`src/rtl/move_arbiter.sv`:
```
// Debounced four-button move arbiter with a valid/ready command handshake and a sticky lockout once the board raises flag.
// Defining MOVE_RR_ARB_EN selects round-robin arbitration; otherwise fixed priority izquierda > derecha > arriba > abajo.
//   state   | meaning
//   S_IDLE  | no command offered; arbitrate pending presses
//   S_ISSUE | latched command offered until move_ready
//   S_LOCK  | game over; code 101 until reset
module move_arbiter #(
    parameter int DEBOUNCE_CYCLES = 16
) (
    input  logic       clk,
    input  logic       rst,
    input  logic       btn_izquierda,
    input  logic       btn_derecha,
    input  logic       btn_arriba,
    input  logic       btn_abajo,
    input  logic       flag,
    input  logic       move_ready,
    output logic       move_valid,
    output logic [2:0] move_code,
    output logic       locked
);

    localparam int CW = $clog2(DEBOUNCE_CYCLES + 1);
    localparam logic [CW-1:0] CNT_MAX = CW'(DEBOUNCE_CYCLES);

    typedef enum logic [1:0] {S_IDLE, S_ISSUE, S_LOCK} state_t;

    state_t        state;
    logic [3:0]    btn_raw;
    logic [3:0]    sync1;
    logic [3:0]    sync2;
    logic [3:0]    pressed;
    logic [3:0]    db;
    logic [3:0]    db_q;
    logic [3:0]    rise;
    logic [3:0]    pending;
    logic [3:0]    clr_mask;
    logic [CW-1:0] cnt [4];
    logic [1:0]    grant_idx;
    logic [1:0]    win_idx;
    logic          win_any;
    logic          xfer;

    // Bit order is also the fixed priority order: bit 0 = izquierda.
    assign btn_raw = {btn_abajo, btn_arriba, btn_derecha, btn_izquierda};

    always_ff @(posedge clk or negedge rst) begin
        if (!rst) begin
            sync1 <= '1;
            sync2 <= '1;
        end else begin
            sync1 <= btn_raw;
            sync2 <= sync1;
        end
    end

    assign pressed = ~sync2;

    always_ff @(posedge clk or negedge rst) begin
        if (!rst) begin
            db   <= '0;
            db_q <= '0;
            for (int i = 0; i < 4; i++) cnt[i] <= '0;
        end else begin
            db_q <= db;
            for (int i = 0; i < 4; i++) begin
                if (pressed[i] == db[i]) begin
                    cnt[i] <= '0;
                end else if (cnt[i] == CNT_MAX) begin
                    db[i]  <= pressed[i];
                    cnt[i] <= '0;
                end else begin
                    cnt[i] <= cnt[i] + CW'(1);
                end
            end
        end
    end

    assign rise     = db & ~db_q;
    assign xfer     = (state == S_ISSUE) && move_ready;
    assign clr_mask = xfer ? (4'b0001 << grant_idx) : 4'b0000;

    always_ff @(posedge clk or negedge rst) begin
        if (!rst)
            pending <= '0;
        else if (state == S_LOCK)
            pending <= '0;
        else
            pending <= (pending | rise) & ~clr_mask;
    end

`ifdef MOVE_RR_ARB_EN
    logic [1:0] rr_ptr;
    logic [1:0] rr_idx;

    // Scan from the farthest offset down so the nearest pending button at or after the pointer wins.
    always_comb begin
        win_any = |pending;
        win_idx = rr_ptr;
        rr_idx  = rr_ptr;
        for (int k = 3; k >= 0; k--) begin
            rr_idx = rr_ptr + 2'(k);
            if (pending[rr_idx]) win_idx = rr_idx;
        end
    end

    // A move dropped by flag is not a transfer, so the pointer stays put.
    always_ff @(posedge clk or negedge rst) begin
        if (!rst)
            rr_ptr <= '0;
        else if (xfer)
            rr_ptr <= grant_idx + 2'd1;
    end
`else
    always_comb begin
        win_any = |pending;
        win_idx = '0;
        for (int k = 3; k >= 0; k--) begin
            if (pending[k]) win_idx = 2'(k);
        end
    end
`endif

    always_ff @(posedge clk or negedge rst) begin
        if (!rst) begin
            state      <= S_IDLE;
            move_valid <= 1'b0;
            move_code  <= 3'b000;
            locked     <= 1'b0;
            grant_idx  <= '0;
        end else begin
            case (state)
                S_IDLE: begin
                    if (flag) begin
                        state      <= S_LOCK;
                        move_valid <= 1'b0;
                        move_code  <= 3'b101;
                        locked     <= 1'b1;
                    end else if (win_any) begin
                        state      <= S_ISSUE;
                        grant_idx  <= win_idx;
                        move_valid <= 1'b1;
                        move_code  <= {1'b0, win_idx} + 3'd1;
                    end
                end
                S_ISSUE: begin
                    if (flag) begin
                        state      <= S_LOCK;
                        move_valid <= 1'b0;
                        move_code  <= 3'b101;
                        locked     <= 1'b1;
                    end else if (move_ready) begin
                        state      <= S_IDLE;
                        move_valid <= 1'b0;
                        move_code  <= 3'b000;
                    end
                end
                S_LOCK: begin
                    move_valid <= 1'b0;
                    move_code  <= 3'b101;
                    locked     <= 1'b1;
                end
                default: begin
                    state      <= S_IDLE;
                    move_valid <= 1'b0;
                    move_code  <= 3'b000;
                    locked     <= 1'b0;
                end
            endcase
        end
    end

endmodule

```
`config.mk`:
```
export PLATFORM = sky130hd
export DESIGN_NAME = move_arbiter
export DESIGN_NICKNAME = d
export VERILOG_FILES = /design/src/rtl/move_arbiter.sv
export SDC_FILE = /design/constraint.sdc
export NUM_CORES = 1
export LEC_CHECK = 0
export CAP_MARGIN = 20
export CELL_PAD_IN_SITES_DETAIL_PLACEMENT = 0
export CELL_PAD_IN_SITES_GLOBAL_PLACEMENT = 1
export CORE_ASPECT_RATIO = 1.75
export CORE_MARGIN = 2
export CORE_UTILIZATION = 51
export DETAILED_ROUTE_END_ITERATION = 10
export PLACE_DENSITY = 0.8
export SLEW_MARGIN = 15
export SYNTH_ARGS = -nofsm -noshare
export SYNTH_HDL_FRONTEND = slang
export SYNTH_SLANG_ARGS = --single-unit
```
`constraint.sdc`:
```
create_clock -name clk -period 3.9 [get_ports clk]
set_input_delay 0.585 -clock clk [delete_from_list [all_inputs] [get_ports clk]]
set_output_delay 0.585 -clock clk [all_outputs]
set_load 0.02 [all_outputs]
```
==> flow_summary.yaml, run 1 <==
layout:
  drive_gt1_share_pct: 12.17
  antennaDiodeCount: 0
  nets: 205
  area_growth_pct: 14.11
sta:
  min_period_over_period_pct: 47.54
  max_freq_ghz: 0.5393
  slew_viol_final: 0
  final_hold_viol_count: 0
  hold-worst-slack_ns: 0.2860
  period_needed_ns: 1.854
  setup_viol: 0
  rsz0062_at_grt: "false"
  skew_ns: 0.01273
  tns_ns: 0
  slew_headroom_pct: 61.29
  worstMarginPinSlew_ns: 0.5806
power:
  seqPwrFrac_pct: 55.7
  switching_share_pct: 21.98
  vdd_drop_max_uv: 390.4
  power_leakage_uw: 0.001052
  net-switching-power_uw: 218.6
  combPwrFrac_pct: 7.7
  finalPower_uw: 994.6
  intPower_uw: 776.0
  power_density_nw_per_um2: 418.4
  clkPwrFrac_pct: 36.6
detailed_routing:
  drt_iter0_drc: 28
  ant_nets: 0
  wl_per_cell_um: 13.51
  vias: 1262
  first_pass_iters: 4
  wl_mm: 3.203
  drc: 0
  routed_via_density: 5.325
worst_setup_path:
  cp_top_family: "buffers and inverters"
  required_ns: 3.31
  path_buf_inv: 1
  cp_max_fo: 2
  crit_arrival_ns: 1.27
  start_kind: "flip-flop"
  r2r_cells: 6
  r2r_slack_ns: 2.46
  cpPeakStageDelay_ns: 0.60
  crit_start: "locked"
  cp_slowest_cell: "clkdlybuf4s50_1"
  cp-end-kind: "primary output"
  crit_chain: "clkdlybuf4s50_1"
  r2r_end: "move_code[2]"
  timing.rr.start: "pending[3]"
  crit_type: "reg2out"
global_routing:
  use_met2_pct: 29.43
  grt_pass1_vias: 1320
  grtUsageMet3_pct: 4.054
  grt_max_degree: 50
  grt_pass1_wl_mm: 5.713
  busiest_layer: "met2"
  grt_use_total_pct: 16.93
  overflow: 0
  grt_util_met1_pct: 18.30
  antenna_found_initial: 0
logic_synthesis:
  yosysUniqueCellTypes: 33
  synthesis.area_um2: 2083
  synth_xor_area_share_pct: 6.727
  synth-simple-area-share_pct: 17.72
  synth_area_per_cell_um2: 12.33
  synth_warnings: 0
  synthCells: 169
  yosysSeqAreaShare_pct: 59.34
  synth_top_family_by_area: "simple AND/OR/NAND/NOR gates"
  yosysTopAreaCellShare_pct: 49.25
  muxShareOfSynthArea_pct: 1.622
  synthTopCellsByArea: "dfrtp_1, dfstp_2, ha_1"
  yosys.area.top_type: "dfrtp_1"
  synth-adder-area-share_pct: 5.405
  ys_ff_latch: 49
  synth_nets: 186
  synth-compound-area-share_pct: 7.207
clocking:
  clk_root_buffer_cell: "clkbuf_8"
  cts_buffers: 5
  clock_latency_ns: 0.30
  cts_tree: "built"
  clkSinkCount: 49
  clk_pin_slew_ns: 0.09
  htreeDepth: 2
  postCtsResizedCells: 0
  clock_path_buffers: 2
  cts_setup_buffers: 0
  cts_hold_buf: 0
outcome:
  outcome: "finished clean"
floorplanning:
  num_rows: 30
  io_pins: 13
  start_util_pct: 53.37
  die_h_um: 88.55
  die_w_um: 52.32
  dieArea_um2: 4632
  core_area_um2: 3904
min_path:
  hp-class: "in2async"
flow_run:
  timing.max_cap.violations: 0
placement:
  place_hpwl_mm: 2.335
  place_congestion: 0.8010
  numPortBuffers: 12
-- per-layer routing --
metal / routed length [um] / vias up
met5: 0 / -
met4: 90 / 0
met1: 1332 / 626
met3: 93 / 10
li1: - / 609
met2: 1686 / 17
-- state kept, by name (all words and copies together) (netlist names) --
name	count
state	2
move_code	3
db	4
grant_idx	2
pending	4
move_valid	1
db_q	4
cnt	20
sync2	4
locked	1
sync1	4
-- through the flow --
| step | instances | util (%) | worst slack [ns] | cell area [um^2] |
|---|---|---|---|---|
| 4_1_cts | 237 | 60.83 | 2.022 | 2375 |
| 2_1_floorplan | 169 | - | 2.507 | 2083 |
| 3_5_place_dp | 229 | 57.85 | 1.872 | 2258 |
| 6_report | 237 | 60.90 | 2.046 | 2377 |
| 5_1_grt | 237 | 60.90 | 1.995 | 2377 |
| 3_3_place_gp | 229 | 57.85 | 1.888 | 2258 |
-- power groups by stage --
stage               clock network (uW)  logic (uW)  registers (uW)
detailed placement                   0        77.8             564
global route                       400        87.1             557
global placement                     0        75.2             562
CTS                                382        78.5             554
floorplan                            0        37.5             564
finish                             364        76.4             554
-- cells by family (layout without fill, tap and decap cells) --
family / after synthesis / after routing
buffers and inverters: 11 / 31
adder cells (fa/ha/maj): 9 / 9
flip-flops: 49 / 49
multiplexers: 3 / 3
XOR/XNOR: 16 / 16
AO/OA/AOI/OAI: 21 / 21
AND/OR/NAND/NOR: 60 / 60
-- cell type report --
type                       instances  area [um^2]
fill                             325         1526
sequential                        49         1236
multi-input combinational        109        805.8
timing repair buffer              12        117.6
clock buffer                       7        86.33
tap                               48        60.06
inverter                          11        41.29
clock inverter                     1        30.03
-- how the worst max path moves through the flow --
stage | end | slack, ns | cells after the start
floorplan | grant_idx[0] | 2.51 | 3
global placement | grant_idx[0] | 1.89 | 4
detailed placement | grant_idx[0] | 1.87 | 4
CTS | move_valid | 2.02 | 1
global route | move_code[1] | 2.00 | 1
finish | locked | 2.05 | 1
-- cell usage after synthesis --
library cell and instances:
mux2_1 3, o21ai_0 5, dfrtp_1 41, o31ai_1 4, a21oi_2 1, o41ai_1 2
or2_1 1, a22o_1 1, nor4_4 1, o2bb2ai_1 1, o311ai_1 1, nor3_1 1
nand4b_1 1, nor2b_1 5, o221a_2 2, nor3_4 1, xnor2_1 10, and2_1 6
nand2b_1 6, nor4b_4 1, nand4bb_1 1, inv_1 11, xor2_1 6, dfstp_2 8
nor3b_1 1, nor2b_2 1, a21oi_1 4, and4bb_1 1, nand3_1 9, ha_1 9
nor4bb_1 1, nand2_1 6, nor2_1 17
-- cell usage in the layout, fill, tap and decap left out, types with 2 or more instances in the layout --
cell	n
o221a_2	2
clkdlybuf4s50_1	11
mux2_1	3
xnor2_1	10
o21ai_0	5
and2_1	6
dfstp_2	8
nand2b_1	6
a21oi_1	4
clkbuf_8	6
ha_1	9
inv_1	11
nor2_1	17
nor2b_1	5
nand3_1	9
o31ai_1	4
o41ai_1	2
dfrtp_1	41
nand2_1	6
xor2_1	6
Note: power is estimated with default switching activity, not from simulation.
==> run 2, diff against run 1 <==
--- a/config.mk
+++ b/config.mk
@@ -10,9 +10,9 @@
 export CELL_PAD_IN_SITES_GLOBAL_PLACEMENT = 1
 export CORE_ASPECT_RATIO = 1.75
 export CORE_MARGIN = 2
-export CORE_UTILIZATION = 51
+export CORE_UTILIZATION = 43
 export DETAILED_ROUTE_END_ITERATION = 10
-export PLACE_DENSITY = 0.8
+export PLACE_DENSITY = 0.72
 export SLEW_MARGIN = 15
 export SYNTH_ARGS = -nofsm -noshare
 export SYNTH_HDL_FRONTEND = slang
==> constraint.sdc (replaced) <==
create_clock -name clk -period 1.5 [get_ports clk]
set_input_delay 0.225 -clock clk [delete_from_list [all_inputs] [get_ports clk]]
set_output_delay 0.225 -clock clk [all_outputs]
set_load 0.02 [all_outputs]
==> flow_summary.yaml, run 2 (synthesized netlist as in run 1, its figures left out) <==
outcome:
  outcome: "finished clean"
layout:
  regMostFlops: "cnt"
  area_growth_pct: 17.66
  fill_cells: 429
  antennaDiodeCount: 0
  drive_gt1_share_pct: 18.59
  layout_commonest_cell: "dfrtp_1"
  nets: 215
  largest_register_ffs: 20
  layout_common_cells: "dfrtp_1, nor2_1, inv_1"
  fin_cells: 251
power:
  seqPwrFrac_pct: 59.2
  power_density_nw_per_um2: 992.9
  switching_share_pct: 25.07
  combPwrFrac_pct: 9.1
  vdd_drop_max_uv: 858.2
  power_leakage_uw: 0.001108
  clkPwrFrac_pct: 31.7
  intPower_uw: 1824
  net-switching-power_uw: 610.1
clocking:
  clock_latency_ns: 0.30
  htreeDepth: 2
  cts_tree: "built"
  cts_buffers: 5
  clk_pin_slew_ns: 0.09
  clk_root_buffer_cell: "clkbuf_8"
  cts_setup_buffers: 0
  clkSinkCount: 49
  clock_path_buffers: 2
sta:
  slew_viol_final: 0
  period_needed_ns: 1.434
  max_freq_ghz: 0.6975
  worstMarginPinSlew_ns: 0.4386
  rsz0062_at_grt: "false"
  final_hold_viol_count: 0
  slew_headroom_pct: 70.36
  min_period_over_period_pct: 95.58
  skew_ns: 0.005824
  worst_slack_ns: 0.06626
  setup_viol: 0
worst_setup_path:
  crit_arrival_ns: 1.63
  required_ns: 1.69
  cp-end-kind: "flip-flop"
  crit_type: "reg2reg"
  start_kind: "flip-flop"
  cp_max_fo: 5
  r2r_cells: 6
flow_run:
  timing.max_cap.violations: 0
floorplanning:
  dieArea_um2: 5439
  die_w_um: 56.62
  io_pins: 13
  core_area_um2: 4666
  num_rows: 33
  start_util_pct: 44.65
  die_h_um: 96.08
global_routing:
  grt_pass1_wl_mm: 6.065
  grt_use_total_pct: 14.60
  overflow: 0
  antenna_found_initial: 0
  grt_pass1_vias: 1358
  grt_max_degree: 31
detailed_routing:
  wl_met3_um: 97
  routed_via_density: 5.175
  drt-met1-wl_mm: 1.340
  ant_nets: 0
  drc: 0
  first_pass_iters: 4
  drt_iter0_drc: 44
  routed-wl-met2_mm: 1.799
  wl_mm: 3.316
  wl_per_cell_um: 13.21
  top_layer_used: "met4"
  vias: 1299
placement:
  numPortBuffers: 12
  place_ws_ns: -0.1118
  place_hpwl_mm: 2.442
  post-place-cells: 242
  place_congestion: 0.7666
min_path:
  hp-class: "in2reg"
  holdPathStages: 1
-- run 2: cell types whose count changed in the layout (fill, tap and decap cells not counted), moves of 2 or more --
cell / delta
dlygate4sd2_1: +3
dlymetal6s2s_1: +2
dfrtp_2: +3
clkdlybuf4s50_1: -5
buf_4: +7
dfrtp_1: -3
-- run 2: stage by stage --
step | hold slack [ns] | power [uW] | util, % | instance area, um^2 | TNS [ns]
finish | 0.3174 | 2434 | 52.53 | 2451 | 0
global route | 0.3104 | 2562 | 52.53 | 2451 | 0
CTS | 0.3101 | 2476 | 52.29 | 2440 | 0
detailed placement | 0.2031 | 1699 | 50.23 | 2344 | -0.3958
global placement | 0.1875 | 1685 | 50.23 | 2344 | -0.1707
floorplan | -0.07059 | 1564 | - | 2083 | 0
-- run 2: power by group through the flow --
stage               Clock [uW]  Sequential (uW)  Combinational (uW)
floorplan                    0             1470                97.6
global placement             0             1460                 224
detailed placement           0             1470                 233
CTS                        808             1440                 228
global route               855             1450                 255
finish                     772             1440                 221
-- run 2: repair_timing --
item                                    CTS  global route
gates resized for setup                   3             6
endpoints found under the setup margin    3             4
hold endpoints to repair                 13             0
cloned                                    0             0
hold buffers                              1             0
-- run 2: final cells by class --
| class | instances | area [um^2] | share of cell area [%] |
|---|---|---|---|
| tap | 52 | 65.06 | 2.654 |
| inverter | 11 | 41.29 | 1.685 |
| sequential | 49 | 1240 | 50.59 |
| multi-input combinational | 109 | 808.3 | 32.98 |
| clock inverter | 3 | 21.27 | 0.8678 |
| timing repair buffer | 22 | 206.4 | 8.423 |
| clock buffer | 5 | 68.82 | 2.808 |
-- run 2: routing by layer --
metal | vias to the layer above | track usage [%]
li1 | 630 | -
met1 | 647 | 16.46
met2 | 16 | 25.97
met3 | 6 | 2.957
met4 | 0 | 7.143
met5 | - | 0
-- run 2: critical path, stage by stage (launching register included) --
cell and delay, ns:
dfrtp_2 0.46, nor2_2 0.11, nor3_1 0.07, ha_1 0.21, nand2b_1 0.09, nand3_1 0.08, mux2_1 0.30
-- run 2: worst paths after layout --
| kind | start | endpoint | slack, ns |
|---|---|---|---|
| worst max-delay path | pending[2] | move_code[2] | 0.07 |
| worst min-delay path | btn_arriba | sync1[2] | 0.32 |
| worst max register to register | pending[2] | move_code[2] | 0.07 |
| worst min register to register | sync1[2] | sync2[2] | 0.36 |
| max in group asynchronous | rst | sync1[0] | 0.50 |
| min in group asynchronous | rst | cnt[7] | 0.40 |
